[src/rtl/ps2_pkg.sv]
// ps2_pkg: shared PS/2 receiver types, default sizing and the odd-parity check.
package ps2_pkg;
  typedef enum logic [1:0] {IDLE, DATA, PARITY, STOP} state_t;
  localparam int FIFO_DEPTH_DEF = 8;
  localparam int TIMEOUT_CYCLES_DEF = 50000;
  function automatic logic odd_parity_ok(input logic [7:0] d, input logic p);
    return ^{d, p};
  endfunction
endpackage

[src/rtl/ps2_kbd_rx_if.sv]
// ps2_kbd_rx_if: CPU-side scancode/status bus of the PS/2 keyboard receiver.
interface ps2_kbd_rx_if;
  logic       rd;
  logic       clr;
  logic [7:0] keyboard_in;
  logic       ready;
  logic       overflow;
  logic       parity_err;
  logic       frame_err;
  modport master (output rd, clr, input keyboard_in, ready, overflow, parity_err, frame_err);
  modport slave (input rd, clr, output keyboard_in, ready, overflow, parity_err, frame_err);
endinterface

[src/rtl/ps2_rx_fifo.sv]
// ps2_rx_fifo: synchronous scancode FIFO; push while full is accepted only alongside a pop.
module ps2_rx_fifo #(
  parameter int DEPTH = 8
) (
  input  logic       clk,
  input  logic       rst,
  input  logic       push,
  input  logic       pop,
  input  logic [7:0] din,
  output logic [7:0] head,
  output logic       empty,
  output logic       full
);
  localparam int AW = $clog2(DEPTH);
  logic [7:0] mem [DEPTH];
  logic [AW-1:0] wptr, rptr;
  logic [AW:0] cnt;
  logic do_pop, do_push;
  assign empty = cnt == '0;
  assign full = cnt == (AW+1)'(DEPTH);
  assign do_pop = pop & ~empty;
  assign do_push = push & (~full | do_pop);
  assign head = empty ? 8'h00 : mem[rptr];
  always_ff @(posedge clk or negedge rst) begin
    if (!rst) begin
      wptr <= '0;
      rptr <= '0;
      cnt <= '0;
    end else begin
      if (do_push) wptr <= wptr + AW'(1);
      if (do_pop) rptr <= rptr + AW'(1);
      cnt <= cnt + (AW+1)'(do_push) - (AW+1)'(do_pop);
    end
  end
  always_ff @(posedge clk) begin
    if (do_push) mem[wptr] <= din;
  end
endmodule

[src/rtl/ps2_kbd_rx.sv]
// ps2_kbd_rx: PS/2 keyboard frame receiver with scancode FIFO and sticky error flags.
module ps2_kbd_rx import ps2_pkg::*; #(
  parameter int FIFO_DEPTH = FIFO_DEPTH_DEF,
  parameter int TIMEOUT_CYCLES = TIMEOUT_CYCLES_DEF
) (
  input logic         clk,
  input logic         rst,
  input logic         ps2_clk,
  input logic         ps2_data,
  ps2_kbd_rx_if.slave bus
);
  localparam int TW = $clog2(TIMEOUT_CYCLES);
  logic [2:0] clk_s;
  logic [1:0] dat_s;
  logic fall, bit_in, timeout, push, full, empty, set_ovf, set_par, set_frm, par_ok;
  state_t state, state_n;
  logic [2:0] bitcnt;
  logic [7:0] shreg;
  logic [TW-1:0] to_cnt;
  assign fall = clk_s[2] & ~clk_s[1];
  assign bit_in = dat_s[1];
  assign timeout = state != IDLE && to_cnt == TW'(TIMEOUT_CYCLES - 1);
  assign bus.ready = ~empty;
  always_ff @(posedge clk or negedge rst) begin
    if (!rst) begin
      clk_s <= 3'b111;
      dat_s <= 2'b11;
    end else begin
      clk_s <= {clk_s[1:0], ps2_clk};
      dat_s <= {dat_s[0], ps2_data};
    end
  end
  always_comb begin
    state_n = state;
    push = 1'b0;
    set_ovf = 1'b0;
    set_par = 1'b0;
    set_frm = 1'b0;
    if (fall) begin
      case (state)
        IDLE:    state_n = bit_in ? IDLE : DATA;
        DATA:    state_n = bitcnt == 3'd7 ? PARITY : DATA;
        PARITY:  state_n = STOP;
        STOP: begin
          state_n = IDLE;
          set_frm = ~bit_in;
          set_par = bit_in & ~par_ok;
          push = bit_in & par_ok & (~full | bus.rd);
          set_ovf = bit_in & par_ok & full & ~bus.rd;
        end
        default: state_n = IDLE;
      endcase
    end else if (timeout) begin
      state_n = IDLE;
      set_frm = 1'b1;
    end
  end
  always_ff @(posedge clk or negedge rst) begin
    if (!rst) begin
      state <= IDLE;
      bitcnt <= '0;
      shreg <= '0;
      par_ok <= 1'b0;
      to_cnt <= '0;
      bus.overflow <= 1'b0;
      bus.parity_err <= 1'b0;
      bus.frame_err <= 1'b0;
    end else begin
      state <= state_n;
      to_cnt <= (state == IDLE || fall) ? '0 : to_cnt + TW'(1);
      if (fall && state == IDLE && !bit_in) begin
        bitcnt <= '0;
        shreg <= '0;
      end
      if (fall && state == DATA) begin
        shreg[bitcnt] <= bit_in;
        bitcnt <= bitcnt + 3'd1;
      end
      if (fall && state == PARITY) par_ok <= odd_parity_ok(shreg, bit_in);
      if (timeout && !fall) shreg <= '0;
      // a flag set in the same cycle as clr stays set
      bus.overflow <= set_ovf | (bus.overflow & ~bus.clr);
      bus.parity_err <= set_par | (bus.parity_err & ~bus.clr);
      bus.frame_err <= set_frm | (bus.frame_err & ~bus.clr);
    end
  end
  ps2_rx_fifo #(.DEPTH(FIFO_DEPTH)) u_fifo (
    .clk  (clk),
    .rst  (rst),
    .push (push),
    .pop  (bus.rd),
    .din  (shreg),
    .head (bus.keyboard_in),
    .empty(empty),
    .full (full)
  );
endmodule
[src/flat_wrapper.sv]
// flat-port wrapper written by rule: the top's interface ports become plain ports
module ps2_kbd_rx_flat import ps2_pkg::*;
#(
  parameter int FIFO_DEPTH = FIFO_DEPTH_DEF,
  parameter int TIMEOUT_CYCLES = TIMEOUT_CYCLES_DEF
)
  (clk, rst, ps2_clk, ps2_data, bus_rd, bus_clr, bus_keyboard_in, bus_ready, bus_overflow, bus_parity_err, bus_frame_err);
  ps2_kbd_rx_if bus_i ();
  input logic clk;
  input logic rst;
  input logic ps2_clk;
  input logic ps2_data;
  input wire logic [$bits(bus_i.rd)-1:0] bus_rd;
  input wire logic [$bits(bus_i.clr)-1:0] bus_clr;
  output wire logic [$bits(bus_i.keyboard_in)-1:0] bus_keyboard_in;
  output wire logic [$bits(bus_i.ready)-1:0] bus_ready;
  output wire logic [$bits(bus_i.overflow)-1:0] bus_overflow;
  output wire logic [$bits(bus_i.parity_err)-1:0] bus_parity_err;
  output wire logic [$bits(bus_i.frame_err)-1:0] bus_frame_err;
  assign bus_i.rd = bus_rd;
  assign bus_i.clr = bus_clr;
  assign bus_keyboard_in = bus_i.keyboard_in;
  assign bus_ready = bus_i.ready;
  assign bus_overflow = bus_i.overflow;
  assign bus_parity_err = bus_i.parity_err;
  assign bus_frame_err = bus_i.frame_err;
  ps2_kbd_rx #(.FIFO_DEPTH(FIFO_DEPTH), .TIMEOUT_CYCLES(TIMEOUT_CYCLES)) u_core (.clk(clk), .rst(rst), .ps2_clk(ps2_clk), .ps2_data(ps2_data), .bus(bus_i));
endmodule
[config.mk]
export PLATFORM = sky130hd
export DESIGN_NAME = ps2_kbd_rx_flat
export DESIGN_NICKNAME = d
export VERILOG_FILES = /design/src/rtl/ps2_pkg.sv /design/src/rtl/ps2_kbd_rx_if.sv /design/src/rtl/ps2_rx_fifo.sv /design/src/rtl/ps2_kbd_rx.sv /design/src/flat_wrapper.sv
export SDC_FILE = /design/constraint.sdc
export NUM_CORES = 1
export LEC_CHECK = 0
export CORE_ASPECT_RATIO = 0.75
export CORE_MARGIN = 2
export CORE_UTILIZATION = 40
export DETAILED_ROUTE_END_ITERATION = 7
export DONT_BUFFER_PORTS = 1
export MAX_ROUTING_LAYER = met4
export SLEW_MARGIN = 10
export SYNTH_ARGS = -nofsm -noshare
export SYNTH_HDL_FRONTEND = slang
export SYNTH_SLANG_ARGS = --single-unit
export TNS_END_PERCENT = 10
[constraint.sdc]
create_clock -name clk -period 6.85 [get_ports clk]
set_input_delay 0.685 -clock clk [delete_from_list [all_inputs] [get_ports clk]]
set_output_delay 0.685 -clock clk [all_outputs]
set_load 0.02 [all_outputs]
==> impl_metrics.env, run 1 <==
export IMPL_drive_gt1_share_pct=14.04
export IMPL_clockBufferDepth=2
export IMPL_portBuffers=0
export IMPL_status="completed"
export IMPL_syn_avg_cell_area_um2=14.60
export IMPL_core_area_um2=11740
export IMPL_start_kind="flop"
export IMPL_fp_dieW_um=131.3
export IMPL_viasPerCell=5.310
export IMPL_critical_path_cell_chain="mux4_2 > mux2i_1 > nor2_1"
export IMPL_final_cells=504
export IMPL_async_reset_ff_share_pct=42.86
export IMPL_maxCapViolCount=0
export IMPL_maxSlewHeadroom_pct=39.06
export IMPL_ys_seq_area_share_pct=64.36
export IMPL_postCtsSetupBuffers=0
export IMPL_cts_tree="built"
export IMPL_dp_hpwl_mm=5.784
export IMPL_gp_congestion=0.8048
export IMPL_fmax_ghz=0.3694
export IMPL_critPathKind="reg -> out"
export IMPL_cts_buffers=9
export IMPL_cts_max_level=3
export IMPL_endpoint_kind="primary output"
export IMPL_die_h_um=99.48
export IMPL_area_growth_pct=9.933
export IMPL_final_hold_viol_count=0
export IMPL_clk_pin_slew_ns=0.08
export IMPL_fin_nets=355
export IMPL_drt_first_iter_violations=183
export IMPL_postRouteAntennaNets=0
export IMPL_synthFlopType="edfxtp_1"
export IMPL_synth_edf_count=64
export IMPL_diodes=0
export IMPL_synth_cells=333
export IMPL_grt_overflow_total=0
export IMPL_dieArea_um2=13060
export IMPL_placedCellCount=488
export IMPL_cts_sinks=112
export IMPL_first_pass_iters=4
export IMPL_vias=2676
export IMPL_ir_worst_vdd_mv=0.1900
export IMPL_worst_path_largest_cell_delay_ns=0.87
export IMPL_crit_arrival_ns=2.02
export IMPL_cpMaxStageDelayCell="dfrtp_1"
export IMPL_antenna_found_initial=0
export IMPL_drc=0
export IMPL_cts_root_buffer="clkbuf_16"
export IMPL_start_util_pct=41.41
export IMPL_skew_ns=0.009705
export IMPL_synth_warning_count=0
export IMPL_grt_pass1_wl_mm=14.30
export IMPL_synth_seq_cells=112
export IMPL_hold_buffers=0
export IMPL_dp_slack_ns=4.145
export IMPL_wl_per_cell_um=17.47
export IMPL_crit_path_max_fanout=18
export IMPL_p_leak_nw=2.030
export IMPL_grtUsageTotal_pct=14.85
export IMPL_power_density_nw_per_um2=344.8
export IMPL_fin_crit_sh_pct=39.52
export IMPL_post_route_min_period_ns=2.707
export IMPL_setup_slack_ns=4.143
export IMPL_clock_latency_ns=0.35
export IMPL_ioPinCount=18
export IMPL_hold_path_class="in -> async"
export IMPL_crit_required_ns=6.16
export IMPL_cts_resized=0
export IMPL_fin_tns_setup_ns=0
export IMPL_finalCoreUtilization_pct=45.52
export IMPL_grt_max_degree=49
export IMPL_slew_viol_final=0
export IMPL_syn_cell_area_um2=4862
export IMPL_syn_num_nets=351
export IMPL_num_rows=34
export IMPL_setup_viol=0
export IMPL_tightest_slew_ns=0.9107
export IMPL_rsz0062_at_grt="false"
export IMPL_first_global_vias=2640
export IMPL_synth_cell_types=48
export IMPL_totalWireLength_mm=8.806
## critical path: cells and delay by family (launching register included)
| family | cells | cell delay (ns) |
|---|---|---|
| flops | 1 | 0.87 |
| simple gates | 1 | 0.37 |
| mux | 2 | 0.42 |
## state kept, by name (all words and copies together) (netlist names)
name	flops
u_core.bitcnt	3
u_core.bus.frame_err	1
u_core.bus.overflow	1
u_core.bus.parity_err	1
u_core.clk_s	3
u_core.dat_s	2
u_core.par_ok	1
u_core.shreg	8
u_core.state	2
u_core.to_cnt	16
u_core.u_fifo.cnt	4
u_core.u_fifo.mem	64
u_core.u_fifo.rptr	3
u_core.u_fifo.wptr	3
## metrics by stage
stage                     hold slack [ns]  area, um^2  total power [mW]
after detailed placement           0.3476        5039             1.346
after global routing             0.004246        5345             1.953
after floorplan                    0.3452        4862             1.244
after global placement             0.3475        5039             1.332
final                             0.01868        5345             1.843
after CTS                        0.009158        5345             1.869
## power breakdown
group / switching, mW / internal, mW
sequential: 0.113 / 0.787
clock: 0.261 / 0.262
combinational: 0.213 / 0.207
## cell usage after synthesis, types with 2 or more instances
cell type,number,area [um^2]
nand2_1,14,52.55
and4_1,3,26.28
o311ai_0,4,35.03
clkbuf_1,3,11.26
xor2_1,8,70.07
nand3_1,11,55.05
mux2_2,4,45.04
nand2b_1,5,31.28
or4_1,6,45.04
buf_2,6,30.03
xnor2_1,15,131.4
nor3_1,8,40.04
a22o_1,2,17.52
nand4_1,6,37.54
a21oi_1,13,65.06
mux2i_1,8,80.08
nor2_1,31,116.4
o21ai_0,2,10.01
o211ai_1,4,30.03
edfxtp_1,64,1922
nor4bb_1,2,20.02
mux4_2,16,360.4
inv_1,12,45.04
or3_1,5,31.28
dfrtp_1,43,1076
nor2b_1,2,12.51
ha_1,11,137.6
dfstp_2,5,131.4
## routing by layer
metal / up-vias / part of all wire, % / routed length [um] / global-route usage [%]
li1: 1268 / - / - / -
met5: - / 0 / 0 / -
met3: 11 / 3.8 / 339 / 3.976
met2: 44 / 46 / 4042 / 22.63
met4: 0 / 1.2 / 110 / 4.264
met1: 1353 / 49 / 4313 / 19.84
## final timing paths
check | startpoint | endpoint | slack, ns | cells after the start
setup / recovery | u_core.u_fifo.rptr[1]$_DFFE_PN0P_ | bus_keyboard_in[0] | 4.14 | 3
hold / removal | rst | u_core.to_cnt[10]$_DFF_PN0_ | 0.02 | 0
setup reg to reg | u_core.u_fifo.cnt[2]$_DFF_PN0_ | u_core.u_fifo.cnt[1]$_DFF_PN0_ | 4.17 | 10
hold reg to reg | u_core.dat_s[0]$_DFF_PN1_ | u_core.dat_s[1]$_DFF_PN1_ | 0.36 | 0
max in group asynchronous | rst | u_core.dat_s[0]$_DFF_PN1_ | 6.64 | 0
min in group clk | ps2_clk | u_core.clk_s[0]$_DFF_PN1_ | 0.33 | 0
## cell type report
cell class	instances	area, um^2
fill	1057	6396
sequential	112	3129
multi-input combinational	198	1632
clock buffer	9	225.2
tap	162	202.7
clock inverter	7	81.33
inverter	12	45.04
timing repair buffer	4	30.03
## kinds of logic after synthesis
family                   after synthesis  synth area share, %
XOR/XNOR                              24                4.606
buffers and inverters                 23                2.084
multiplexers                          28                9.985
AO/OA/AOI/OAI                         31                4.246
flip-flops                           112                64.36
adder cells (fa/ha/maj)               12                3.242
AND/OR/NAND/NOR                      103                11.48
## cells in the final DEF, fill, tap and decap left out, types with 2 or more instances in the layout
master / n
and4_1: 3
or4_1: 6
mux2i_1: 8
xor2_1: 8
nor2_1: 31
clkbuf_16: 9
xnor2_1: 15
dfstp_2: 5
inv_1: 12
nand3_1: 11
nand2b_1: 5
a22o_1: 2
a21oi_1: 13
nor3_1: 8
edfxtp_1: 64
o311ai_0: 4
clkinv_8: 2
inv_8: 2
nor2b_1: 2
dfrtp_1: 43
nand4_1: 6
inv_6: 2
buf_4: 4
ha_1: 11
mux2_2: 4
o21ai_0: 2
nand2_1: 14
nor4bb_1: 2
or3_1: 5
o211ai_1: 4
mux4_2: 16
Power figures use the tool's default switching activity.
==> inputs of run 2 (changes only) <==
==> constraint.sdc (replaced) <==
create_clock -name clk -period 2.4 [get_ports clk]
set_input_delay 0.24 -clock clk [delete_from_list [all_inputs] [get_ports clk]]
set_output_delay 0.24 -clock clk [all_outputs]
set_load 0.02 [all_outputs]
==> impl_metrics.env, run 2 (synthesized netlist as in run 1, its figures left out) <==
export IMPL_hold_path_class="in -> reg"
export IMPL_fin_crit_sh_pct=94.78
export IMPL_fin_tns_setup_ns=0
export IMPL_cts_tree="built"
export IMPL_antenna_found_initial=0
export IMPL_grt_overflow_total=0
export IMPL_status="completed"
export IMPL_crit_path_max_fanout=3
export IMPL_clock_latency_ns=0.35
export IMPL_grt_busiest_layer="met2"
export IMPL_maxSlewHeadroom_pct=62.08
export IMPL_slew_viol_final=0
export IMPL_drt_first_iter_violations=212
export IMPL_power_mw=5.356
export IMPL_grtUsageTotal_pct=15.39
export IMPL_finalCoreUtilization_pct=47.04
export IMPL_viasPerCell=5.270
export IMPL_hold_path_depth=2
export IMPL_holdPathEnd="u_core.bus.parity_err$_DFF_PN0_"
export IMPL_cts_sinks=112
export IMPL_start_kind="flop"
export IMPL_startpoint="u_core.clk_s[2]$_DFF_PN1_"
export IMPL_maxCapViolCount=0
export IMPL_dp_hpwl_mm=6.009
export IMPL_rr_startpoint="u_core.clk_s[2]$_DFF_PN1_"
export IMPL_rsz0062_at_grt="false"
export IMPL_endpoint_kind="flop"
export IMPL_skew_ns=0.01139
export IMPL_layout_commonest_cell="edfxtp_1"
export IMPL_fin_nets=374
export IMPL_portBuffers=0
export IMPL_ioPinCount=18
export IMPL_largestRegisters="u_core.u_fifo.mem: 64 flops, u_core.to_cnt: 16 flops, u_core.shreg: 8 flops"
export IMPL_core_area_um2=11740
export IMPL_first_pass_iters=4
export IMPL_largest_register_ffs=64
export IMPL_setup_viol=0
export IMPL_die_h_um=99.48
export IMPL_diodes=0
export IMPL_fp_dieW_um=131.3
export IMPL_final_hold_viol_count=0
export IMPL_fmax_ghz=0.4396
export IMPL_postRouteAntennaNets=0
export IMPL_rr_worst_depth=9
export IMPL_area_growth_pct=13.59
export IMPL_crit_required_ns=2.64
export IMPL_setup_slack_ns=0.1254
export IMPL_cts_buffers=9
export IMPL_power_density_nw_per_um2=969.8
export IMPL_grt_pass1_wl_mm=14.92
export IMPL_start_util_pct=41.41
export IMPL_crit_arrival_ns=2.52
export IMPL_grt_max_degree=49
export IMPL_dieArea_um2=13060
export IMPL_dp_slack_ns=0.07417
export IMPL_num_rows=34
export IMPL_tightest_slew_ns=0.5688
export IMPL_wl_per_cell_um=17.06
export IMPL_totalWireLength_mm=8.921
export IMPL_layout_common_cells="edfxtp_1 (64), dfrtp_1 (42), nor2_1 (31)"
export IMPL_top_register="u_core.u_fifo.mem"
export IMPL_ir_worst_vdd_mv=0.4375
export IMPL_gp_congestion=0.7719
export IMPL_first_global_vias=2827
export IMPL_cts_max_level=3
export IMPL_post_route_min_period_ns=2.275
export IMPL_vias=2756
export IMPL_p_leak_nw=2.129
export IMPL_grt_use_met3_pct=4.230
export IMPL_r2r_slack_ns=0.13
export IMPL_met2_usage_pct=24.29
export IMPL_min_from="bus_clr"
export IMPL_clk_pin_slew_ns=0.08
export IMPL_cts_root_buffer="clkbuf_16"
export IMPL_r2r_end="u_core.u_fifo.cnt[2]$_DFF_PN0_"
export IMPL_clockBufferDepth=2
export IMPL_drive_gt1_share_pct=18.01
export IMPL_critPathKind="reg -> reg"
export IMPL_use_met1_pct=19.35
export IMPL_drc=0
## run 2: changes by cell type in the layout (fill, tap and decap cells not counted)
cell,delta
buf_16,+1
buf_4,+15
bufinv_16,+1
clkinv_8,-1
clkinvlp_4,+2
dfrtp_1,-1
dfrtp_2,+1
dlygate4sd3_1,+3
inv_8,-2
## run 2: worst max-delay path by stage
stage          cells after the start                              to  slack, ns
2_1_floorplan                     10  u_core.u_fifo.cnt[2]$_DFF_PN0_       0.12
3_3_place_gp                       9  u_core.u_fifo.cnt[2]$_DFF_PN0_       0.16
3_5_place_dp                      10  u_core.u_fifo.cnt[2]$_DFF_PN0_       0.07
4_1_cts                           10  u_core.u_fifo.cnt[2]$_DFF_PN0_       0.06
5_1_grt                            9  u_core.u_fifo.cnt[2]$_DFF_PN0_       0.02
6_report                           9  u_core.u_fifo.cnt[2]$_DFF_PN0_       0.13
## run 2: stage by stage
step	cell area [um^2]	hold slack, ns	cells
floorplan	4862	-0.05559	333
global placement	5144	-0.05438	502
detailed placement	5144	-0.05450	502
CTS	5514	0.05950	522
global route	5523	0.07841	523
finish	5523	0.07364	523
## run 2: cell type report
cell class	instances	area, um^2
sequential	112	3131
inverter	12	45.04
clock inverter	7	87.58
tap	162	202.7
clock buffer	9	225.2
multi-input combinational	198	1632
timing repair buffer	23	200.2
fill	1074	6218
## run 2: report_power, final
part           switching, mW  leakage [nW]  internal (mW)
logic                  0.597         0.720          0.619
clock network          0.715         0.145          0.828
registers              0.348          1.26           2.25
## run 2: worst max-delay path: stages, from the launching register on
cell and delay, ns:
dfstp_2 0.53, and4b_1 0.23, and3_1 0.21, nand2_1 0.12, ha_1 0.29, inv_1 0.06
ha_1 0.15, inv_1 0.06, fa_1 0.37, xnor2_1 0.14
## run 2: timing repair
action	CTS	global route
endpoints found under the setup margin	0	9
gates resized for setup	0	1
endpoints found under the hold margin	50	0
buffers inserted	0	1
hold buffers	4	0
## run 2: per-layer routing
layer | wire length, um | vias to the layer above
li1 | - | 1298
met1 | 4285 | 1404
met2 | 4136 | 40
met3 | 369 | 14
met4 | 129 | 0
met5 | 0 | -
